===== config.mk =====
export PLATFORM = sky130hd
export DESIGN_NAME = dmem_arbiter
export DESIGN_NICKNAME = d
export VERILOG_FILES = /design/src/rtl/dmem_arbiter.sv
export SDC_FILE = /design/constraint.sdc
export NUM_CORES = 1
export LEC_CHECK = 0
export CAP_MARGIN = 20
export CORE_AREA = 2 2 191 193
export CTS_CLUSTER_SIZE = 14
export DETAILED_ROUTE_END_ITERATION = 10
export DIE_AREA = 0 0 193 195
export GPL_TIMING_DRIVEN = 0
export PLACE_DENSITY = 0.42
export RECOVER_POWER = 25
export SKIP_CTS_REPAIR_TIMING = 1
export SYNTH_ARGS = -nofsm -noshare
export SYNTH_HDL_FRONTEND = slang
export SYNTH_SLANG_ARGS = --single-unit

===== constraint.sdc =====
create_clock -name clk -period 2.6 [get_ports clk]
set_clock_uncertainty 0.15 [all_clocks]
set_input_delay 0.39 -clock clk [delete_from_list [all_inputs] [get_ports clk]]
set_output_delay 0.39 -clock clk [all_outputs]
set_load 0.02 [all_outputs]

===== src/rtl/dmem_arbiter.sv =====
// Data-memory arbiter: processor port (C) has fixed priority over the NIC DMA port (N),
// with a NIC starvation guard and bounded NIC bursts. Define DMEM_ARB_STATS_EN for stat counters.
module dmem_arbiter #(
    parameter int MAX_WAIT  = 4,
    parameter int NIC_BURST = 4,
    parameter int AW        = 32,
    parameter int DW        = 64
) (
    input  logic          clk,
    input  logic          reset,
    input  logic          cpu_en,
    input  logic          cpu_wr_en,
    input  logic [0:AW-1] cpu_addr,
    input  logic [0:DW-1] cpu_wdata,
    output logic [0:DW-1] cpu_rdata,
    output logic          cpu_stall,
    input  logic          nic_req,
    input  logic          nic_wr_en,
    input  logic [0:AW-1] nic_addr,
    input  logic [0:DW-1] nic_wdata,
    output logic          nic_gnt,
    output logic [0:DW-1] nic_rdata,
    output logic          nic_rvalid,
    output logic          mem_en,
    output logic          mem_wr_en,
    output logic [0:AW-1] mem_addr,
    output logic [0:DW-1] mem_wdata,
    input  logic [0:DW-1] mem_rdata,
    output logic          dbg_state,
    output logic [1:0]    dbg_rd_owner
`ifdef DMEM_ARB_STATS_EN
    ,
    output logic [15:0]   stat_conflicts,
    output logic [15:0]   stat_stalls
`endif
);

    // Handshake: nic_req (with its address/data) is held until nic_gnt is seen in the same
    // cycle; the CPU holds cpu_en and its operands for every cycle cpu_stall is high.
    typedef enum logic { C_PRI = 1'b0, N_BURST = 1'b1 } state_t;
    typedef enum logic [1:0] { OWN_NONE = 2'd0, OWN_C = 2'd1, OWN_N = 2'd2 } owner_t;

    localparam logic [3:0] MAX_WAIT_L  = 4'(MAX_WAIT);
    localparam logic [3:0] NIC_BURST_L = 4'(NIC_BURST);

    state_t     state;
    owner_t     rd_owner;
    logic [3:0] wait_cnt;
    logic [3:0] burst_cnt;
    logic [3:0] burst_next;
    logic       nic_rvalid_q;
    logic       c_win;
    logic       n_win;

    always_comb begin
        c_win = 1'b0;
        n_win = 1'b0;
        if (!reset) begin
            if (state == N_BURST) begin
                if (nic_req) n_win = 1'b1;
                else         c_win = cpu_en;
            end else begin
                if (nic_req && (!cpu_en || wait_cnt >= MAX_WAIT_L)) n_win = 1'b1;
                else                                               c_win = cpu_en;
            end
        end
    end

    assign burst_next = burst_cnt + 4'd1;

    assign mem_en       = c_win | n_win;
    assign mem_wr_en    = (c_win & cpu_wr_en) | (n_win & nic_wr_en);
    assign mem_addr     = n_win ? nic_addr  : cpu_addr;
    assign mem_wdata    = n_win ? nic_wdata : cpu_wdata;
    assign nic_gnt      = n_win;
    assign cpu_stall    = cpu_en & n_win;
    assign cpu_rdata    = mem_rdata;
    assign nic_rdata    = mem_rdata;
    assign dbg_state    = state;
    assign dbg_rd_owner = rd_owner;

    // A read still in flight when reset rises is dropped rather than reported.
    assign nic_rvalid = nic_rvalid_q & ~reset;

    always_ff @(posedge clk) begin
        if (reset) begin
            state        <= C_PRI;
            wait_cnt     <= 4'd0;
            burst_cnt    <= 4'd0;
            nic_rvalid_q <= 1'b0;
            rd_owner     <= OWN_NONE;
        end else begin
            nic_rvalid_q <= n_win & ~nic_wr_en;
            if (n_win && !nic_wr_en)      rd_owner <= OWN_N;
            else if (c_win && !cpu_wr_en) rd_owner <= OWN_C;
            else                          rd_owner <= OWN_NONE;

            case (state)
                C_PRI: begin
                    if (n_win) begin
                        wait_cnt <= 4'd0;
                        // N winning while the CPU requests is the forced grant: first of the burst.
                        if (cpu_en) begin
                            if (NIC_BURST_L > 4'd1) begin
                                state     <= N_BURST;
                                burst_cnt <= 4'd1;
                            end else begin
                                burst_cnt <= 4'd0;
                            end
                        end
                    end else if (cpu_en && nic_req) begin
                        wait_cnt <= (wait_cnt == 4'd15) ? 4'd15 : wait_cnt + 4'd1;
                    end
                end
                N_BURST: begin
                    if (n_win) begin
                        if (burst_next >= NIC_BURST_L) begin
                            state     <= C_PRI;
                            burst_cnt <= 4'd0;
                        end else begin
                            burst_cnt <= burst_next;
                        end
                    end else begin
                        state     <= C_PRI;
                        burst_cnt <= 4'd0;
                    end
                end
                default: state <= C_PRI;
            endcase
        end
    end

`ifdef DMEM_ARB_STATS_EN
    always_ff @(posedge clk) begin
        if (reset) begin
            stat_conflicts <= 16'd0;
            stat_stalls    <= 16'd0;
        end else begin
            if (cpu_en && nic_req && stat_conflicts != 16'hFFFF)
                stat_conflicts <= stat_conflicts + 16'd1;
            if (cpu_stall && stat_stalls != 16'hFFFF)
                stat_stalls <= stat_stalls + 16'd1;
        end
    end
`endif

endmodule


==> reports/metrics.yaml, run 1 <==
drt:
  drt_iter0_drc: 79
  ant_nets: 0
  drt-total-wl_microns: 19580
  wl_met1_microns: 7461
  wire_per_inst_microns: 16.08
  drc_errors: 0
  highest_layer: "met4"
  via_count: 3664
  wl_met3_microns: 1439
  viasPerCell: 3.008
  dr_wl_met2_microns: 10640
  dr.pass1.iters: 4
setup_path:
  arrival_ps: 2180
  reg2regPathDepth: 8
  cp-end-kind: "primary output"
  worstPathMaxFanout: 8
  critPathKind: "register to primary output"
  critPathLaunchType: "register"
  critPathRequiredTime_ps: 2060
timing:
  hold_viol: 0
  max_freq_mhz: 367.0
  drv_slew: 0
  relSlewSlack_pct: 68.75
  tightest_slew_ps: 468.7
  finalSetupViolations: 85
  fin_crit_sh_pct: 104.8
  period_minus_slack_ps: 2725
  rsz0062_at_grt: "yes"
  setup_ws_ps: -124.9
logic_synthesis:
  synthesis.instances: 302
  synthXorXnorAreaFrac_pct: 0.5560
  yosysSeqAreaShare_pct: 6.990
  synth_compound_area_share_pct: 4.130
  syn_nets: 566
  yosys.area_share.simple_pct: 5.560
  synth_area_sq_um: 3151
  synth_fa_ha_area_share_pct: 0.7943
  ys_ff_latch: 11
  yosysWarnings: 0
  ys_types: 37
  synth_mux_area_share_pct: 43.84
  synth_top_family_by_area: "multiplexers"
  syn_avg_cell_area_sq_um: 10.43
power:
  vdd_ir_drop_max_mv: 0.2464
  p_per_area_nw_per_um2: 233.3
  p_leak_nw: 3.896
status:
  status: "finished, violations left"
  violations: "negative setup slack"
hold_path:
  min_path_type: "register to register"
  whs_path_depth: 1
floorplanning:
  rows: 69
  pin_count: 494
  die_h_microns: 195
  design.die.area_sq_um: 37640
  core-area_sq_um: 35400
  start_util_pct: 8.901
  die_x_microns: 193
flow_run:
  drv_cap: 0
place:
  place.gp.congestion: 0.7563
  post-place-ws_ps: -590.3
  placed_cell_area_sq_um: 8021
  numPortBuffers: 429
  dp_cells: 1192
  place_hpwl_microns: 16770
final_layout:
  design_area_sq_um: 8371
  layout-drive-gt1-share_pct: 48.48
  final_nets: 1022
  antennaDiodeCount: 0
  syn_to_final_growth_pct: 165.7
  final_cells: 1218
  num-fill-cells: 3822
cts:
  clock_sinks: 11
  cts_root_buf: "clkbuf_16"
  cts_tree: "yes"
  cts_made_buffers: 3
  path_clk_slew_ps: 40
  clk_latency_ps: 230
  cts_max_path_buffers: 2
  cts_max_level: 1
grt:
  grt_max_degree: 11
  grt.total_usage_pct: 8.756
  grt_pass1_vias: 3655
  grt_pass1_wl_microns: 24570
  grt_overflow: 0
  antenna_found_initial: 0
[worst max-delay path: stages (launching register included)]
cell      delay [ps]
dfxtp_4          350
or3_4            400
o21ai_4          210
buf_6            130
buf_12           150
buf_4            140
buf_12           110
mux2_4           290
clkbuf_2         160
[stage by stage]
stage	utilization (%)	setup TNS (ps)	hold slack [ps]	power, mW
after global routing	23.65	-10930	359.5	2.046
after CTS	22.88	-48190	340.6	1.941
after floorplan	-	0	308.6	0.8697
final	23.65	-5313	338.9	1.953
after detailed placement	22.66	-47940	333.3	1.653
after global placement	22.66	-50320	333.7	1.654
[routing by layer]
layer / global-route usage, % / up-vias
met3: 1.042 / 4
met1: 10.16 / 1664
li1: - / 1823
met5: 0 / -
met4: 0.5331 / 0
met2: 17.51 / 173
[where the power goes]
part	internal (mW)	switching (mW)
registers	0.171	0.00303
logic	0.925	0.575
clock network	0.206	0.0730
[sequential cells by signal (all words and copies together) (netlist names)]
| signal | cells |
|---|---|
| burst_cnt | 4 |
| wait_cnt | 4 |
| dbg_state | 1 |
| dbg_rd_owner | 2 |
[cell usage in the layout (no fill, tap or decap), drive strengths merged, types with 3 or more instances in the layout]
cell type and instances:
clkdlybuf4s50 327, buf 235, mux2 96, clkbuf 30, dfxtp 11, nand3 5
dlymetal6s2s 5, inv 4, nor2b 3, nor2 3, nand2b 3, nor3b 3
o21ai 3
[cell families (layout without fill, tap and decap cells)]
kind of cell | after synthesis | count (layout)
AO/OA/AOI/OAI | 16 | 16
XOR/XNOR | 2 | 2
adder cells (fa/ha/maj) | 2 | 2
buffers and inverters | 146 | 601
flip-flops | 11 | 11
multiplexers | 96 | 96
AND/OR/NAND/NOR | 29 | 29
[path summary, 6_finish.rpt]
check | startpoint | to | slack (ps)
hold reg to reg | burst_cnt[1] | burst_cnt[1] | 340
setup reg to reg | dbg_state | wait_cnt[0] | 630
hold / removal | burst_cnt[1] | burst_cnt[1] | 340
setup / recovery | dbg_state | mem_addr[22] | -120
[synth_stat cells, drive strengths merged]
| cell type | number | area, sq um |
|---|---|---|
| a211o | 1 | 8.760 |
| a211oi | 1 | 7.510 |
| a221oi | 1 | 8.760 |
| a311oi | 1 | 8.760 |
| a31o | 2 | 17.52 |
| a31oi | 2 | 12.51 |
| and2 | 2 | 12.51 |
| and2b | 1 | 7.510 |
| and3 | 2 | 12.51 |
| buf | 141 | 1182 |
| clkbuf | 1 | 3.750 |
| dfxtp | 11 | 220.2 |
| ha | 2 | 25.02 |
| inv | 4 | 15.01 |
| mux2 | 96 | 1381 |
| nand2 | 2 | 7.510 |
| nand2b | 3 | 18.77 |
| nand3 | 5 | 25.02 |
| nand4 | 2 | 12.51 |
| nor2 | 3 | 11.26 |
| nor2b | 3 | 18.77 |
| nor3b | 3 | 22.52 |
| nor4b | 1 | 8.760 |
| o21ai | 3 | 26.28 |
| o21bai | 1 | 7.510 |
| o22ai | 1 | 6.260 |
| o2bb2ai | 2 | 17.52 |
| o32ai | 1 | 8.760 |
| or2 | 1 | 6.260 |
| or3 | 1 | 11.26 |
| xnor2 | 2 | 17.52 |
[area by class of cell]
class	instances	area, sq um	area share, %
Clock buffer	4	78.83	0.9417
Sequential cell	11	227.7	2.720
Tap cell	461	576.8	6.891
Inverter	4	15.01	0.1794
Multi-Input combinational cell	145	1757	20.99
Timing Repair Buffer	452	4516	53.95
Buffer	141	1200	14.33
Note: power is estimated with default switching activity, not from simulation.
==> inputs of run 2 (changes only) <==
--- a/config.mk
+++ b/config.mk
@@ -6,12 +6,12 @@
 export NUM_CORES = 1
 export LEC_CHECK = 0
 export CAP_MARGIN = 20
-export CORE_AREA = 2 2 191 193
+export CORE_AREA = 8 8 187 189
 export CTS_CLUSTER_SIZE = 14
 export DETAILED_ROUTE_END_ITERATION = 10
-export DIE_AREA = 0 0 193 195
+export DIE_AREA = 0 0 195 197
 export GPL_TIMING_DRIVEN = 0
-export PLACE_DENSITY = 0.42
+export PLACE_DENSITY = 0.45
 export RECOVER_POWER = 25
 export SKIP_CTS_REPAIR_TIMING = 1
 export SYNTH_ARGS = -nofsm -noshare
==> run 2 against run 1 <==
The run still ends with negative setup slack left. Total power is 3.5% lower. Via count is 0.22% higher. Clock-buffer cell count stayed put. Die area is 2.1% higher. Sequential share of layout area is 0.12 points higher. Final area is 5.4% lower. Final cell count is 5.3% lower. Critical path type unchanged. Largest cell class unchanged. Highest routed layer is now met5.
==> reports/metrics.yaml, run 2 (synthesis gave the netlist of run 1 again) <==
drt:
  drt_iter0_drc: 77
  drt-total-wl_microns: 21700
  ant_nets: 0
  dr.pass1.iters: 4
  viasPerCell: 3.185
  via_count: 3672
  wire_per_inst_microns: 18.82
  drc_errors: 0
floorplanning:
  design.die.area_sq_um: 38420
  rows: 66
  pin_count: 494
  die_x_microns: 195
  core-area_sq_um: 32040
  start_util_pct: 9.833
  die_h_microns: 197
final_layout:
  final_cells: 1153
  layout-drive-gt1-share_pct: 45.50
  num-fill-cells: 3469
  layout_commonest_cell: "clkdlybuf4s50_1"
  syn_to_final_growth_pct: 151.4
  fin_util_pct: 24.71
  antennaDiodeCount: 0
  regArea_sq_um: 225.2
  mostFrequentLayoutCells: "clkdlybuf4s50_1 (327), buf_4 (153), mux2_4 (80), buf_2 (34), clkbuf_2 (19)"
  final_nets: 1010
  multi_input_area_sq_um: 1730
timing:
  tightest_slew_ps: 464.7
  rsz0062_at_grt: "yes"
  period_minus_slack_ps: 2702
  relSlewSlack_pct: 68.96
  finalSetupViolations: 71
  fin_crit_sh_pct: 103.9
  setup_ws_ps: -101.7
  max_freq_mhz: 370.1
  hold_viol: 0
  hold_slack_ps: 338.0
  drv_slew: 0
grt:
  grt_overflow: 0
  antenna_found_initial: 2
  grt_pass1_wl_microns: 28580
  grt_pass1_vias: 3897
  grt_max_degree: 11
  grt.total_usage_pct: 9.865
cts:
  cts_tree: "yes"
  clk_latency_ps: 240
  clock_sinks: 11
  path_clk_slew_ps: 40
  cts_made_buffers: 3
  cts_root_buf: "clkbuf_16"
  cts_max_path_buffers: 2
  cts_max_level: 1
place:
  post-place-ws_ps: -633.0
  place_hpwl_microns: 19450
  numPortBuffers: 429
  dp_cells: 1139
  place.gp.congestion: 0.8212
setup_path:
  critPathKind: "register to primary output"
  reg2reg_to: "wait_cnt[0]"
  worstPathMaxFanout: 8
  worst_path_max_delay_cell: "or3_4"
  critPathLaunchType: "register"
  r2r_slack_ps: 980
  worstPathCellList: "or3_4, o21ai_4, buf_12, buf_12, buf_12, mux2_4, buf_2"
  arrival_ps: 2160
  cp-end-kind: "primary output"
  reg2regPathDepth: 5
  r2r-start: "dbg_state"
  path_delay_family: "buffers and inverters"
  slowest_delay_ps: 410
  critPathMostFrequentCell: "buf_12"
  critPathRequiredTime_ps: 2060
  path_buf_inv: 4
hold_path:
  min_to: "burst_cnt[1]"
  hp-start: "burst_cnt[1]"
  min_path_type: "register to register"
  whs_path_depth: 1
power:
  p_switching_uw: 646.9
  p_int_mw: 1.238
  power_frac_comb_pct: 75.8
  vdd_ir_drop_max_mv: 0.1842
  seqPwrFrac_pct: 9.3
  p_leak_nw: 3.774
  p_per_area_nw_per_um2: 238.0
  switching_share_pct: 34.32
  power.share.clock_pct: 14.9
flow_run:
  drv_cap: 0
status:
  status: "finished, violations left"
  violations: "negative setup slack"
-- run 2: cell types whose count changed in the layout (fill, tap and decap cells not counted), moves of 5 or more --
cell,change
buf_6,-47
mux2_4,-7
buf_2,+15
dlymetal6s2s_1,+11
mux2_1,+5
buf_4,+15
-- run 2: per-stage QoR --
| step | TNS, ps | instance area (sq um) | power [mW] |
|---|---|---|---|
| 6_report | -3392 | 7919 | 1.885 |
| 5_1_grt | -8127 | 7919 | 1.969 |
| 4_1_cts | -51410 | 8034 | 1.962 |
| 2_1_floorplan | 0 | 3151 | 0.8697 |
| 3_3_place_gp | -49720 | 7955 | 1.667 |
| 3_5_place_dp | -51190 | 7955 | 1.668 |
-- run 2: power by group through the flow --
| stage | clock network [mW] | logic (mW) | registers [mW] |
|---|---|---|---|
| final | 0.281 | 1.43 | 0.175 |
| after global routing | 0.296 | 1.50 | 0.176 |
| after CTS | 0.291 | 1.49 | 0.176 |
| after detailed placement | 0 | 1.49 | 0.179 |
| after global placement | 0 | 1.49 | 0.179 |
| after floorplan | 0 | 0.691 | 0.179 |
-- run 2: how the worst max path moves through the flow --
stage              start            end  depth (start not counted)
2_1_floorplan  dbg_state   mem_wdata[3]                          6
3_3_place_gp      cpu_en  mem_wdata[14]                          7
3_5_place_dp      cpu_en  mem_wdata[14]                          7
4_1_cts           cpu_en  mem_wdata[14]                          7
5_1_grt        dbg_state  mem_wdata[14]                          7
6_report       dbg_state  mem_wdata[14]                          7
-- run 2: worst register-to-register path, stage by stage (launching register included) --
cell and delay (ps):
dfxtp_4 350, or3_4 420, o21ai_4 200, buf_12 170, buf_8 150, a31o_2 140
-- run 2: routing by layer --
layer / wire length [microns] / part of all wire (%) / track usage, %
met1: 8733 / 40 / 10.92
met2: 11310 / 52 / 18.97
met3: 1392 / 6.4 / 2.490
met4: 243 / 1.1 / 1.572
met5: 13 / 0.060 / 0
-- run 2: cell type report --
cell class | instances | share of cell area [%]
sequential | 11 | 2.844
clock buffer | 4 | 0.9954
tap | 408 | 6.447
timing repair buffer | 441 | 52.93
multi-input combinational | 145 | 21.85
buffer | 140 | 14.74
inverter | 4 | 0.1896
